<file path="src/rtl/autofire_pkg.sv">
// autofire_pkg
//   Shared types and widths for the autofire key conditioner.
//   keyin_state_t : key FSM states (DELAY/REPEAT only reachable when
//                   AUTOFIRE_KEYIN_REPEAT_EN is defined, HELD only when it
//                   is not).
//   dir_t         : which key the FSM has latched as the active one.
package autofire_pkg;

  typedef enum logic [2:0] {
    IDLE   = 3'd0,
    DELAY  = 3'd1,
    REPEAT = 3'd2,
    HELD   = 3'd3,
    LOCK   = 3'd4
  } keyin_state_t;

  typedef enum logic {
    DIR_UP   = 1'b0,
    DIR_DOWN = 1'b1
  } dir_t;

  localparam int PRESC_W = 16;
  localparam int DEB_W   = 8;
  localparam int RPT_W   = 10;

endpackage

</file>
<file path="src/rtl/autofire_key_debounce.sv">
// autofire_key_debounce
//   Two-flop synchroniser plus tick-based debouncer for one raw active-low key.
//   Ports:
//     clk21m  in  system clock
//     reset_n in  asynchronous reset, active low
//     tick    in  one-cycle time-base strobe (count_en)
//     raw_n   in  raw key pin, asynchronous, active low
//     pressed out debounced key state, 1 = pressed
//   The stable level changes only after DEB_TICKS consecutive ticks on which
//   the synchronised level differs from it.
module autofire_key_debounce
  import autofire_pkg::*;
#(
  parameter int DEB_TICKS = 8
) (
  input  logic clk21m,
  input  logic reset_n,
  input  logic tick,
  input  logic raw_n,
  output logic pressed
);

  localparam logic [DEB_W-1:0] DEB_LAST = DEB_W'(DEB_TICKS - 1);

  logic [1:0]       sync_q;
  logic             stable_n;
  logic [DEB_W-1:0] deb_cnt;
  logic             sync_n;
  logic             differ;
  logic             accept;

  assign sync_n = sync_q[1];
  assign differ = (sync_n != stable_n);
  assign accept = tick && differ && (deb_cnt == DEB_LAST);

  // Synchroniser resets to "released" so a key held through reset is seen
  // as a fresh edge and must be debounced again.
  always_ff @(posedge clk21m or negedge reset_n) begin
    if (!reset_n) begin
      sync_q <= 2'b11;
    end else begin
      sync_q <= {sync_q[0], raw_n};
    end
  end

  always_ff @(posedge clk21m or negedge reset_n) begin
    if (!reset_n) begin
      stable_n <= 1'b1;
      deb_cnt  <= '0;
    end else if (!differ) begin
      deb_cnt <= '0;
    end else if (accept) begin
      stable_n <= sync_n;
      deb_cnt  <= '0;
    end else if (tick) begin
      deb_cnt <= deb_cnt + 1'b1;
    end
  end

  // On the accepting tick the new level is presented straight away, so the
  // key FSM acts on the same tick that completes the debounce.
  assign pressed = accept ? ~sync_n : ~stable_n;

endmodule

</file>
<file path="src/rtl/autofire_keyin.sv">
// autofire_keyin
//   Upstream conditioner for the autofire speed controller. Produces the
//   count_en time base and converts two raw active-low speed keys into
//   single-cycle af_increment / af_decriment requests with typematic repeat.
//   Ports:
//     clk21m       in  system clock (21.477 MHz)
//     reset_n      in  asynchronous reset, active low
//     key_up_n     in  raw speed-up key, active low
//     key_down_n   in  raw speed-down key, active low
//     count_en     out one-cycle tick every PRESCALE clocks
//     af_increment out one-cycle speed-up request
//     af_decriment out one-cycle speed-down request
//   Build option: define AUTOFIRE_KEYIN_REPEAT_EN for auto-repeat
//   (DELAY/REPEAT states and rpt_cnt). Without it each press gives exactly
//   one pulse and the FSM waits in HELD until release.
module autofire_keyin
  import autofire_pkg::*;
#(
  parameter int PRESCALE     = 21477,
  parameter int DEB_TICKS    = 8,
  parameter int REPEAT_DELAY = 500,
  parameter int REPEAT_RATE  = 100
) (
  input  logic clk21m,
  input  logic reset_n,
  input  logic key_up_n,
  input  logic key_down_n,
  output logic count_en,
  output logic af_increment,
  output logic af_decriment
);

  localparam logic [PRESC_W-1:0] PRESC_LAST = PRESC_W'(PRESCALE - 1);

  // ---------------------------------------------------------------- prescaler
  logic [PRESC_W-1:0] presc_cnt;

  always_ff @(posedge clk21m or negedge reset_n) begin
    if (!reset_n) begin
      presc_cnt <= '0;
    end else if (presc_cnt == PRESC_LAST) begin
      presc_cnt <= '0;
    end else begin
      presc_cnt <= presc_cnt + 1'b1;
    end
  end

  // Decoded from a register, so it is clean and is 0 throughout reset.
  assign count_en = (presc_cnt == PRESC_LAST);

  // ----------------------------------------------------------------- debounce
  logic up_pressed;
  logic dn_pressed;

  autofire_key_debounce #(.DEB_TICKS(DEB_TICKS)) u_deb_up (
    .clk21m  (clk21m),
    .reset_n (reset_n),
    .tick    (count_en),
    .raw_n   (key_up_n),
    .pressed (up_pressed)
  );

  autofire_key_debounce #(.DEB_TICKS(DEB_TICKS)) u_deb_down (
    .clk21m  (clk21m),
    .reset_n (reset_n),
    .tick    (count_en),
    .raw_n   (key_down_n),
    .pressed (dn_pressed)
  );

  // ---------------------------------------------------------------------- FSM
  keyin_state_t state_q, state_nxt;
  dir_t         dir_q, dir_nxt;
  logic         inc_nxt, dec_nxt;
  logic         held_key, other_key;

`ifdef AUTOFIRE_KEYIN_REPEAT_EN
  logic [RPT_W-1:0] rpt_cnt, rpt_nxt;
`else
  logic unused_rpt_cfg;
  assign unused_rpt_cfg = ^{REPEAT_DELAY, REPEAT_RATE};
`endif

  assign held_key  = (dir_q == DIR_UP) ? up_pressed : dn_pressed;
  assign other_key = (dir_q == DIR_UP) ? dn_pressed : up_pressed;

  always_ff @(posedge clk21m or negedge reset_n) begin
    if (!reset_n) begin
      state_q      <= IDLE;
      dir_q        <= DIR_UP;
      af_increment <= 1'b0;
      af_decriment <= 1'b0;
`ifdef AUTOFIRE_KEYIN_REPEAT_EN
      rpt_cnt      <= '0;
`endif
    end else begin
      state_q      <= state_nxt;
      dir_q        <= dir_nxt;
      af_increment <= inc_nxt;
      af_decriment <= dec_nxt;
`ifdef AUTOFIRE_KEYIN_REPEAT_EN
      rpt_cnt      <= rpt_nxt;
`endif
    end
  end

  // Pulses are only requested on count_en cycles and registered, so they
  // land in the cycle after the tick and can never overlap count_en
  // (PRESCALE >= 2).
  always_comb begin
    state_nxt = state_q;
    dir_nxt   = dir_q;
    inc_nxt   = 1'b0;
    dec_nxt   = 1'b0;
`ifdef AUTOFIRE_KEYIN_REPEAT_EN
    rpt_nxt   = rpt_cnt;
`endif
    if (count_en) begin
      unique case (state_q)
        IDLE: begin
          if (up_pressed && dn_pressed) begin
            state_nxt = LOCK;
          end else if (up_pressed || dn_pressed) begin
            dir_nxt = up_pressed ? DIR_UP : DIR_DOWN;
            inc_nxt = up_pressed;
            dec_nxt = dn_pressed;
`ifdef AUTOFIRE_KEYIN_REPEAT_EN
            rpt_nxt   = RPT_W'(REPEAT_DELAY);
            state_nxt = DELAY;
`else
            state_nxt = HELD;
`endif
          end
        end
`ifdef AUTOFIRE_KEYIN_REPEAT_EN
        // Release is checked before the countdown, so a key let go on the
        // tick that would have repeated produces no pulse.
        DELAY, REPEAT: begin
          if (!held_key) begin
            state_nxt = IDLE;
          end else if (other_key) begin
            state_nxt = LOCK;
          end else if (rpt_cnt == RPT_W'(1)) begin
            inc_nxt   = (dir_q == DIR_UP);
            dec_nxt   = (dir_q == DIR_DOWN);
            rpt_nxt   = RPT_W'(REPEAT_RATE);
            state_nxt = REPEAT;
          end else begin
            rpt_nxt = rpt_cnt - 1'b1;
          end
        end
`else
        HELD: begin
          if (!held_key) begin
            state_nxt = IDLE;
          end else if (other_key) begin
            state_nxt = LOCK;
          end
        end
`endif
        LOCK: begin
          if (!up_pressed && !dn_pressed) begin
            state_nxt = IDLE;
          end
        end
        default: state_nxt = IDLE;
      endcase
    end
  end

endmodule

</file>
<file path="config.mk">
export PLATFORM = sky130hd
export DESIGN_NAME = autofire_keyin
export DESIGN_NICKNAME = d
export VERILOG_FILES = /design/src/rtl/autofire_pkg.sv /design/src/rtl/autofire_key_debounce.sv /design/src/rtl/autofire_keyin.sv
export SDC_FILE = /design/constraint.sdc
export NUM_CORES = 1
export LEC_CHECK = 0
export ABC_AREA = 0
export CAP_MARGIN = 10
export CORE_ASPECT_RATIO = 1.5
export CORE_MARGIN = 2
export CORE_UTILIZATION = 40
export CTS_BUF_LIST = sky130_fd_sc_hd__clkbuf_16
export CTS_CLUSTER_SIZE = 25
export DETAILED_ROUTE_END_ITERATION = 7
export PLACE_DENSITY = 0.57
export SETUP_SLACK_MARGIN = 0.4
export SYNTH_ARGS = -nofsm -noshare
export SYNTH_HDL_FRONTEND = slang
export SYNTH_SLANG_ARGS = --single-unit
export TNS_END_PERCENT = 20
</file>
<file path="constraint.sdc">
create_clock -name clk21m -period 2.35 [get_ports clk21m]
set_input_delay 0.3525 -clock clk21m [delete_from_list [all_inputs] [get_ports clk21m]]
set_output_delay 0.3525 -clock clk21m [all_outputs]
set_load 0.02 [all_outputs]
</file>
==> run_results.csv <==
group,metric,value,unit
sta,worst_pin_slew,0.5593,ns
cts,clk_latency,0.28,ns
critical_path,cp-start-kind,"flip-flop",
logic_synthesis,syn_inst,206,
global_routing,track_usage,15.76,%
finish,finalInstanceArea,0.002555,mm^2
finish,layout.nets,239,
power_and_ir_drop,leakagePower,1.145,nW
global_routing,antenna_found_initial,0,
cts,clkTransAtPathRegs,0.06,ns
critical_path,worst-r2r-setup-slack,0.21,ns
critical_path,arrival,2.29,ns
critical_path,end_kind,"flip-flop",
critical_path,crit_fanout,7,
finish,drive_above_1_share,22.84,%
cts,clk_path_buf_depth,2,
logic_synthesis,synth_top_cell_by_area,"dfrtp_1",
cts,cts_sinks,43,
sta,grt_setup_unrepaired,"true",
power_and_ir_drop,p_per_area,557.9,mW/mm^2
global_routing,grt-ovfl-total,0,
critical_path,reg2regPathDepth,9,
finish,final_cell_mix,"dfrtp_1 (37), nand2_1 (20), nor2_1 (20), buf_4 (16), o21ai_1 (12)",
critical_path,crit_type,"flip-flop to flip-flop",
floorplanning,fp.dieH,92.89,um
drt,drt-total-wl,4259,um
finish,utilization,49.85,%
floorplanning,die-area,0.005876,mm^2
sta,fmax,0.4682,GHz
sta,drv_slew,0,
logic_synthesis,yosys_warnings,0,
finish,final_common_cell,"dfrtp_1",
global_routing,grt_pass1_wl,7217,um
critical_path,worstPathRequired,2.51,ns
cts,ctsRootBufferMaster,"clkbuf_16",
place,gp_congestion,0.7531,
logic_synthesis,syn_avg_cell_area,10.23,um^2
logic_synthesis,synth_nets,214,
critical_path,r2r_end,"state_q[1]$_DFFE_PN0P_",
sta,finalSetupViolations,0,
power_and_ir_drop,ir_worst_vdd,0.3719,mV
floorplanning,start_util,41.11,%
logic_synthesis,netlist_area,0.002107,mm^2
logic_synthesis,ys_async_sr_fraction,100.0,%
place,pre_cts_ws,0.07677,ns
drt,num_vias,1536,
logic_synthesis,seq_area_frac_synth,51.43,%
power_and_ir_drop,fin_total_pwr,1.425,mW
floorplanning,fp-row-count,32,
critical_path,timing.rr.start,"presc_cnt[0]$_DFF_PN0_",
place,post_dp_cell_area,0.002281,mm^2
floorplanning,ioPinCount,7,
global_routing,first_global_vias,1569,
logic_synthesis,synthFlopType,"dfrtp_1",
drt,ant_nets,0,
sta,worst_slack,0.2139,ns
sta,hold_viol,0,
global_routing,grt_max_degree,26,
sta,fin_skew,0.005495,ns
drt,dr.pass1.iters,4,
finish,fillCellCount,504,
logic_synthesis,synthTopCellsByArea,"dfrtp_1 (44%), dfstp_2 (7.5%), xor2_1 (4.2%)",
drt,drc,0,
sta,max-slew-margin-rel,62.72,%
logic_synthesis,synth_enable_flop_cells,0,
drt,first_iter_violations,47,
sta,period_share,90.90,%
cts,cts-htree-levels,2,
logic_synthesis,ys_types,44,
cts,cts_tree,"built",
drt,wire_per_inst,14.20,um
floorplanning,fp.coreArea,0.005125,mm^2
sta,min_period,2.136,ns
min_path,hold_class,"input pin to asynchronous set/reset pin",
finish,area_delta_synth_final,21.26,%
place,dp_hpwl,2935,um
drt,routed_via_density,5.120,
sta,setup_tns,0,ns
place,io_buffers,6,
run,maxCapViolCount,0,
run_status,run_status,"complete, no violations",
logic_synthesis,yosysTopAreaCellShare,43.94,%
cts,numCtsBuffers,5,
floorplanning,die-width,63.26,um
finish,antenna_cells,0,
logic_synthesis,ys_ff_latch,43,
## worst max-delay path, stage by stage (launching register included)
cell and delay [ns]:
dfrtp_1 0.38, inv_1 0.06, ha_1 0.13, and4b_1 0.19
nand4_1 0.16, buf_6 0.19, o41ai_4 0.34, nand4_1 0.20
a32oi_2 0.26, o31ai_2 0.10
## worst max path at each step
| stage | from | endpoint | slack (ns) | cells past startpoint |
|---|---|---|---|---|
| after floorplan | presc_cnt[0]$_DFF_PN0_ | state_q[1]$_DFFE_PN0P_ | 0.40 | 9 |
| after global placement | presc_cnt[0]$_DFF_PN0_ | state_q[1]$_DFFE_PN0P_ | 0.17 | 9 |
| after detailed placement | presc_cnt[0]$_DFF_PN0_ | state_q[1]$_DFFE_PN0P_ | 0.08 | 9 |
| after CTS | presc_cnt[0]$_DFF_PN0_ | state_q[1]$_DFFE_PN0P_ | 0.29 | 10 |
| after global routing | presc_cnt[0]$_DFF_PN0_ | state_q[1]$_DFFE_PN0P_ | 0.09 | 9 |
| final | presc_cnt[0]$_DFF_PN0_ | state_q[1]$_DFFE_PN0P_ | 0.21 | 9 |
## state kept, by name, summed over array words and instances (netlist names)
name and flops:
u_deb_up.deb_cnt 8, presc_cnt 16, state_q 2, dir_q 1, af_decriment 1, af_increment 1
u_deb_down.sync_q 2, u_deb_down.deb_cnt 8, u_deb_down.stable_n 1, u_deb_up.sync_q 2, u_deb_up.stable_n 1
## power breakdown
part / internal, mW / total (mW) / switching (mW)
logic: 0.00722 / 0.0271 / 0.0199
registers: 0.747 / 0.750 / 0.00292
clock network: 0.384 / 0.648 / 0.264
## synthesized netlist by cell type (2+ instances only)
master	instances
nor2_1	20
or4_4	2
nand2_1	22
xnor2_1	8
o31ai_1	5
a22o_1	2
o21ai_0	6
xor2_1	10
and3_2	2
o21ai_1	12
a21oi_1	5
inv_1	4
nand2b_1	4
nand3_1	11
or3_1	4
nor2b_1	2
and3_1	9
nand4_1	4
ha_1	4
dfstp_2	6
and2_1	3
buf_2	3
dfrtp_1	37
## area by class of cell
type | instances | area [um^2] | area share, %
clock buffers | 5 | 125.1 | 4.897
clock inverters | 3 | 12.51 | 0.4897
inverters | 6 | 23.77 | 0.9305
multi-input cells | 152 | 1040 | 40.70
flip-flops and latches | 43 | 1084 | 42.41
well taps | 68 | 85.08 | 3.330
repair buffers | 23 | 185.2 | 7.248
## repair_timing
item,CTS,global route
setup buffers,5,4
pin swaps,6,3
endpoints found under the setup margin,17,19
hold buffers,0,0
resized for setup,8,6
## per-stage QoR
step | hold WS (ns) | cells
2_1_floorplan | 0.05691 | 206
3_3_place_gp | 0.3492 | 283
3_5_place_dp | 0.3539 | 283
4_1_cts | 0.08326 | 296
5_1_grt | 0.1149 | 300
6_report | 0.06012 | 300
## cells by family after synthesis
group | Yosys count | synth area share (%)
flops | 43 | 51.43
simple gates | 91 | 23.57
xor+xnor | 18 | 7.482
compound gates | 39 | 12.83
fa+ha+maj | 4 | 2.375
buf+inv | 11 | 2.315
## routing by layer
metal | global-route usage (%) | share of wire [%] | vias up
li1 | - | - | 779
met4 | 5.797 | 1.2 | 0
met5 | 0 | 0 | -
met2 | 29.43 | 56 | 18
met1 | 17.71 | 41 | 733
met3 | 2.673 | 1.6 | 6
(Power assumes the default switching activity.)
